[src/rtl/mem_arbiter_pkg.sv]
// rtl/mem_arbiter_pkg.sv - shared state encodings and defaults for the memory arbiter
package mem_arbiter_pkg;

   typedef enum logic [1:0] {
      ST_IDLE    = 2'b00,
      ST_D_WAIT  = 2'b01,
      ST_IF_WAIT = 2'b10,
      ST_RESP    = 2'b11
   } state_e;

   localparam int unsigned TIMEOUT_DEFAULT = 16;
   localparam int unsigned CNT_W           = 8;

endpackage

[src/rtl/wait_timer.sv]
// rtl/wait_timer.sv - wait-cycle counter flagging the last cycle before timeout
module wait_timer
   import mem_arbiter_pkg::*;
#(
   parameter int unsigned TIMEOUT = TIMEOUT_DEFAULT
) (
   input  logic clk,
   input  logic reset,
   input  logic clear,
   input  logic enable,
   output logic expired
);

   localparam logic [CNT_W-1:0] LAST = CNT_W'(TIMEOUT - 1);

   logic [CNT_W-1:0] count_q, count_d;

   always_ff @(posedge clk or negedge reset) begin
      if (!reset) begin
         count_q <= '0;
      end else begin
         count_q <= count_d;
      end
   end

   // Saturates at LAST so a late-arriving ack never sees a wrapped count.
   always_comb begin
      count_d = count_q;
      if (clear) begin
         count_d = '0;
      end else if (enable && (count_q != LAST)) begin
         count_d = count_q + 1'b1;
      end
   end

   assign expired = (count_q == LAST);

endmodule

[src/rtl/mem_arbiter.sv]
// rtl/mem_arbiter.sv - two-port (fetch/data) arbiter onto one memory port, data has priority
module mem_arbiter
   import mem_arbiter_pkg::*;
#(
   parameter int unsigned WIDTH   = 32,
   parameter int unsigned TIMEOUT = TIMEOUT_DEFAULT
) (
   input  logic             clk,
   input  logic             reset,
   input  logic             if_req,
   input  logic [WIDTH-1:0] if_addr,
   output logic [WIDTH-1:0] if_rdata,
   output logic             if_ready,
   input  logic             d_req,
   input  logic             d_we,
   input  logic [WIDTH-1:0] d_addr,
   input  logic [WIDTH-1:0] d_wdata,
   output logic [WIDTH-1:0] d_rdata,
   output logic             d_ready,
   output logic             mem_req,
   output logic             mem_we,
   output logic [WIDTH-1:0] mem_addr,
   output logic [WIDTH-1:0] mem_wdata,
   input  logic [WIDTH-1:0] mem_rdata,
   input  logic             mem_ack,
   output logic             bus_err
);

   state_e           state_q, state_d;
   logic             mem_req_q, mem_req_d;
   logic             mem_we_q, mem_we_d;
   logic [WIDTH-1:0] mem_addr_q, mem_addr_d;
   logic [WIDTH-1:0] mem_wdata_q, mem_wdata_d;
   logic             if_ready_q, if_ready_d;
   logic             d_ready_q, d_ready_d;
   logic             bus_err_q, bus_err_d;
   logic [WIDTH-1:0] if_rdata_q, if_rdata_d;
   logic [WIDTH-1:0] d_rdata_q, d_rdata_d;
   logic             in_wait;
   logic             timer_expired;

   assign in_wait = (state_q == ST_D_WAIT) || (state_q == ST_IF_WAIT);

   wait_timer #(
      .TIMEOUT (TIMEOUT)
   ) u_wait_timer (
      .clk     (clk),
      .reset   (reset),
      .clear   (!in_wait),
      .enable  (in_wait && !mem_ack),
      .expired (timer_expired)
   );

   always_ff @(posedge clk or negedge reset) begin
      if (!reset) begin
         state_q     <= ST_IDLE;
         mem_req_q   <= 1'b0;
         mem_we_q    <= 1'b0;
         mem_addr_q  <= '0;
         mem_wdata_q <= '0;
         if_ready_q  <= 1'b0;
         d_ready_q   <= 1'b0;
         bus_err_q   <= 1'b0;
         if_rdata_q  <= '0;
         d_rdata_q   <= '0;
      end else begin
         state_q     <= state_d;
         mem_req_q   <= mem_req_d;
         mem_we_q    <= mem_we_d;
         mem_addr_q  <= mem_addr_d;
         mem_wdata_q <= mem_wdata_d;
         if_ready_q  <= if_ready_d;
         d_ready_q   <= d_ready_d;
         bus_err_q   <= bus_err_d;
         if_rdata_q  <= if_rdata_d;
         d_rdata_q   <= d_rdata_d;
      end
   end

   always_comb begin
      state_d = state_q;
      case (state_q)
         ST_IDLE: begin
            if (d_req) begin
               state_d = ST_D_WAIT;
            end else if (if_req) begin
               state_d = ST_IF_WAIT;
            end
         end
         ST_D_WAIT, ST_IF_WAIT: begin
            if (mem_ack || timer_expired) begin
               state_d = ST_RESP;
            end
         end
         default: state_d = ST_IDLE;
      endcase
   end

   // Registered outputs are computed one cycle ahead; ack beats a coincident timeout.
   always_comb begin
      mem_req_d   = mem_req_q;
      mem_we_d    = mem_we_q;
      mem_addr_d  = mem_addr_q;
      mem_wdata_d = mem_wdata_q;
      if_rdata_d  = if_rdata_q;
      d_rdata_d   = d_rdata_q;
      if_ready_d  = 1'b0;
      d_ready_d   = 1'b0;
      bus_err_d   = 1'b0;
      case (state_q)
         ST_IDLE: begin
            if (d_req) begin
               mem_req_d   = 1'b1;
               mem_we_d    = d_we;
               mem_addr_d  = d_addr;
               mem_wdata_d = d_wdata;
            end else if (if_req) begin
               mem_req_d  = 1'b1;
               mem_we_d   = 1'b0;
               mem_addr_d = if_addr;
            end
         end
         ST_D_WAIT: begin
            if (mem_ack || timer_expired) begin
               mem_req_d = 1'b0;
               mem_we_d  = 1'b0;
               d_ready_d = 1'b1;
               bus_err_d = !mem_ack;
               if (!mem_we_q) begin
                  d_rdata_d = mem_ack ? mem_rdata : '0;
               end
            end
         end
         ST_IF_WAIT: begin
            if (mem_ack || timer_expired) begin
               mem_req_d  = 1'b0;
               mem_we_d   = 1'b0;
               if_ready_d = 1'b1;
               bus_err_d  = !mem_ack;
               if_rdata_d = mem_ack ? mem_rdata : '0;
            end
         end
         default: ;
      endcase
   end

   assign mem_req   = mem_req_q;
   assign mem_we    = mem_we_q;
   assign mem_addr  = mem_addr_q;
   assign mem_wdata = mem_wdata_q;
   assign if_ready  = if_ready_q;
   assign d_ready   = d_ready_q;
   assign bus_err   = bus_err_q;
   assign if_rdata  = if_rdata_q;
   assign d_rdata   = d_rdata_q;

endmodule

[config.mk]
export PLATFORM = sky130hd
export DESIGN_NAME = mem_arbiter
export DESIGN_NICKNAME = d
export VERILOG_FILES = /design/src/rtl/mem_arbiter_pkg.sv /design/src/rtl/wait_timer.sv /design/src/rtl/mem_arbiter.sv
export SDC_FILE = /design/constraint.sdc
export NUM_CORES = 1
export LEC_CHECK = 0
export ABC_AREA = 0
export CORE_UTILIZATION = 41
export DETAILED_ROUTE_END_ITERATION = 10
export HOLD_SLACK_MARGIN = 0.02
export PLACE_DENSITY = 0.84
export SETUP_SLACK_MARGIN = 0.05
export SYNTH_ARGS = -nofsm -noshare
export SYNTH_HDL_FRONTEND = slang
export SYNTH_SLANG_ARGS = --single-unit
[constraint.sdc]
create_clock -name clk -period 1.9 [get_ports clk]
set_input_delay 0.38 -clock clk [delete_from_list [all_inputs] [get_ports clk]]
set_output_delay 0.38 -clock clk [all_outputs]
set_load 0.01 [all_outputs]
* Word-level counts from Yosys, hierarchy flattened
Cells that the tools add are included.
** Word-level totals
- Register bits :: 143
- Memories kept :: 0
- Latch bits :: 0
- Bits of input ports :: 134
- ROM bits :: 0
- Bits in writable memories :: 0
** Cells by class
- Eq/ne operators :: 7
- Shift operators :: 0
- $add $sub $neg :: 1
- Reductions and logical operators :: 15
- Muxes and demuxes :: 21
- Order comparisons :: 0
- Multiply operators :: 0
- Div/mod/pow operators :: 0
- Bitwise operators :: 1
** Operator list (count)
- $mux 32 :: 3
- $mux 8 :: 2
- $mux 1 :: 10
- $add 8x1->8 const B :: 1
- $eq 8x4->1 const B :: 1
- $ne 8x4->1 const B :: 1
- $reduce_and 2->1 :: 4
- $mux 2 :: 3
- $reduce_and 3->1 :: 2
- $ne 2x1->1 const B :: 2
- $pmux 1 s2 :: 2
- $pmux 2 s2 :: 1
- $reduce_bool 2->1 :: 2
- $ne 3x3->1 const B :: 1
- $eq 2x1->1 const B :: 1
- $eq 2x2->1 const B :: 1
- $logic_and 1x1->1 :: 2
- $logic_not 2->1 :: 1
- $logic_or 1x1->1 :: 2
- $reduce_or 2->1 :: 1
- $logic_not 1->1 :: 1
- $not 1->1 :: 1

* Logic depth before layout (Yosys ltp)
- Depth after elaboration :: 6
- Gate-level depth with buffers :: 7

* Modules after synthesis
A second synthesis with hierarchy kept.
** Second synthesis, totals
- Cell total of the unflattened synthesis :: 500
- Area total of the unflattened synthesis :: 5965.7 um2
** Modules (own cells, without submodules)
- mem_arbiter :: sequential area each 3378.2 um2, cells each 456, times used 1, area an instance 5519.0 um2
- wait_timer :: sequential area each 200.2 um2, cells each 44, times used 1, area an instance 446.7 um2

* Least setup slack after synthesis
Ideal clock, no wire load.
- Path kind :: register -> register
- From :: register state_q[1]
- To :: register d_rdata_q[10], in the netlist d_rdata[10]
- Data arrival time :: 1511 ps
- Clock period less this slack :: 1576 ps
- Library setup time :: 65 ps
- Setup slack :: 324 ps
- Stages on the path, launching flop included :: 8
- Path through :: dfrtp_1 inv_1 ha_1 nor2b_1 and2_1 buf_1 clkbuf_1 a22o_1
** On the way
- Cells in the longest elaborated chain, start to end :: 2
** RTL lines
- from (decl) :: RTL line mem_arbiter.sv:29 : state_e state_q, state_d;
- from (signal assigned) :: RTL line mem_arbiter.sv:67 : state_q <= state_d;
- $eq 2x1->1 :: RTL line mem_arbiter.sv:110 : case (state_q)
- $reduce_and 3->1 (no source line)
- to (signal assigned) :: RTL line mem_arbiter.sv:76 : d_rdata_q <= d_rdata_d;
- to (decl) :: RTL line mem_arbiter.sv:38 : logic [WIDTH-1:0] d_rdata_q, d_rdata_d;
No other way between the ends.
A chain may end at the register's enable or synchronous reset.

* Final worst setup path
- From :: register mem_we_q, in the netlist mem_we
- To :: output mem_we
** RTL lines
- from (decl) :: RTL line mem_arbiter.sv:31 : logic mem_we_q, mem_we_d;
- from (signal assigned) :: RTL line mem_arbiter.sv:69 : mem_we_q <= mem_we_d;
- to (decl) :: RTL line mem_arbiter.sv:21 : output logic mem_we,
No word-level cell between the ends.

==> impl_results.md <==
* GP Congestion at 0.8462
* GRT overflow at 0
* Worst hold path type: input port to flip-flop
* CP startpoint kind: flip-flop
* # DRC at 0
* Post-synth EDFFs at 0
* Top-area cell type share of the netlist area at 62.80%
* Slew Viols, Final at 0
* Fmax at 0.5654 GHz
* Mux cell area share after synthesis at 11.95%
* Ys flop type: dfrtp_1
* RSZ-0062 raised after global routing: false
* Final Skew at just over 0.008 ns
* Largest net degree at the start of global routing at 65
* Leading area contributor after synthesis: dfrtp_1
* Crit-path cells: clkdlybuf4s50_1
* Synth top cells by count: 143 x dfrtp_1, 66 x a22o_1, 40 x nand2_1, 40 x o21ai_0
* Final setup fails at 0
* Syn nets at around 570
* Setup_tns at 0 ns
* Min Hold Slack at about 0.31 ns
* Die Footprint at 0.01437 mm²
* Starting DRC count in detailed routing at 240
* Most frequent cell after synthesis: dfrtp_1
* Root Buffer: clkbuf_16
* Xor/xnor cell area share of the yosys netlist at 0.6148%
* Worst skew pair latency at 0.41 ns
* Required @ worst endpoint at 1.52 ns
* Syn_area_per_cell at 13.19 µm²
* Synthesized cell area at between 0.005 and 0.006 mm²
* Crit-path max FO at 3
* Die W at 119.9 µm
* Area contributors post-synth: dfrtp_1 63%, a22o_1 10%, mux2_2 6.3%
* Post-layout min period at about 1.8 ns
* Initial antenna violation count at 1
* Post-synthesis simple-gate area fraction at 6.214%
* Crit-path max cell delay at 0.58 ns
* CP top delay family: buffers and inverters
* Main combinational cell family by area after synthesis: compound AO/OA/AOI/OAI gates
* Buf/Inv on CP at 1
* Share of layout cells above drive strength 1 at 11.78%
* Filler cell count at roughly 940
* Max Cap Viol at 0
* Adder-cell share of the synthesized area at 1.098%
* All-Layer GR Usage at 22.15%
* Clock Pin Slew Worst Setup and Hold Paths at 0.06 ns
* Nets at 839
* Core area at approximately 0.013 mm²
* Number of global-route vias before repair at ~4700
* Via Count at about 4600
* Synthesis Warnings at 0
* Routed Antenna Nets at 0
* Pre-Repair DR Iteration Count at 4
* CP endpoint kind: primary output
* Port Buf Inserts at 266
* # clock sinks at around 140
* Setup CP Type: flip-flop to primary output
* CTS Buf Count at 17
* Register area share after synthesis at 62.80%
* Outcome: finished, final reports clean
* CTS tree: yes
* VDD IR max at 0.8143 mV
* # rows at 42
* Period utilisation layout at 93.08%
* Leakage at approximately 4.1 nW
* Synth Area in Compound Gates at 14.51%
* Relative slew slack at roughly two thirds
* CTS HTree Levels at 4
* DP Wirelength at 10.95 mm
* PD cells at 1640 mW/mm²
* DRT Wirelength at approximately 15 mm
* Worst EP arrival at 1.39 ns
* Routed len/inst at roughly 17 µm
* Die Height at 119.9 µm
* #FFs+latches synth at 143
* First-pass GRT wire length at ~24 mm
* Total Power at 0.01513 W
* Vias per cell at 5.147
* Area growth from synthesis to layout at 61.88%
* Async set or reset register ratio after synthesis at 100.0%
* # diodes at 0
* Cells after Synth at 432
* Initial Utilization at between 40 and 50%
* Unique masters post-synth at 34
* Crit-path slowest cell: clkdlybuf4s50_1
* CTS Buffer Depth at 2
* Worst Max-Slew Pin Slew at ~0.53 ns
* Final Hold Fails at 0
* I/O pins at 267
sequential cells by signal (all words and copies together) (netlist names), 2 cells and up:
name                  count
u_wait_timer.count_q      8
mem_wdata                32
if_rdata                 32
mem_addr                 32
state_q                   2
d_rdata                  32
layout by cell type (no fill, tap or decap), types with 2 or more instances in the layout:
cell and count:
mux2_2 32, clkinvlp_4 3, clkbuf_16 17, xnor2_1 4
nand3_1 5, inv_6 4, nor2b_1 2, a22o_1 66
a21oi_1 4, o21ai_0 40, dfrtp_1 143, inv_1 5
clkinv_2 3, nand2_1 40, buf_12 6, buf_4 4
mux2i_1 32, nand3b_1 3, and2_1 7, clkdlybuf4s50_1 264
bufinv_16 3, ha_1 5
routing by layer:
metal,part of all wire (%),wire length [µm],global-route usage [%],vias up
met3,9.2,1405,7.557,22
met5,0.072,11,0,-
met1,40,6022,26.82,2220
met2,50,7542,36.63,235
li1,-,-,-,2097
met4,1.6,241,7.969,2
kinds of logic after synthesis:
kind of cell             count (synthesis)
buffers and inverters                   33
XOR/XNOR                                 4
AO/OA/AOI/OAI                          113
AND/OR/NAND/NOR                         70
flip-flops                             143
multiplexers                            64
adder cells (fa/ha/maj)                  5
cell type report:
cell class	instances	area (µm²)	area share, %
inverters	5	18.77	0.2035
flip-flops and latches	143	3578	38.80
multi-input cells	256	1979	21.46
repair buffers	277	2819	30.56
well taps	176	220.2	2.387
clock buffers	17	425.4	4.612
clock inverters	15	182.7	1.980
report_power, final:
group / switching (W) / internal (W)
Combinational: 0.00265 / 0.00383
Clock: 0.00132 / 0.00208
Sequential: 0.000795 / 0.00445
Total: 0.00476 / 0.0104
worst paths after layout:
path                                          from      endpoint  slack, ns  cells after the start
setup / recovery                            mem_we        mem_we       0.13                      1
hold / removal                               d_req        mem_we       0.31                      3
setup reg to reg           u_wait_timer.count_q[0]  if_rdata[20]       0.21                      5
hold reg to reg                       mem_addr[27]  mem_addr[27]       0.48                      2
max in group asynchronous                    reset  mem_addr[12]       0.82                      3
min in group asynchronous                    reset    d_rdata[9]       0.48                      2
metrics by stage:
stage | cells | util, % | instance area [µm²] | setup WS [ns]
floorplan | 432 | - | 5698 | 0.3238
global route | 889 | 68.83 | 9224 | 0.08263
finish | 889 | 68.83 | 9224 | 0.1315
global placement | 856 | 64.16 | 8597 | 0.1010
CTS | 889 | 68.77 | 9215 | 0.1049
detailed placement | 856 | 64.16 | 8597 | 0.03812
repair_timing:
item | CTS | global route
buffers inserted | 0 | 0
hold buffers | 1 | 0
endpoints found under the setup margin | 0 | 7
endpoints found under the hold margin | 47 | 0
resized for setup | 0 | 1
No activity file was read; power rests on OpenSTA's default activity.
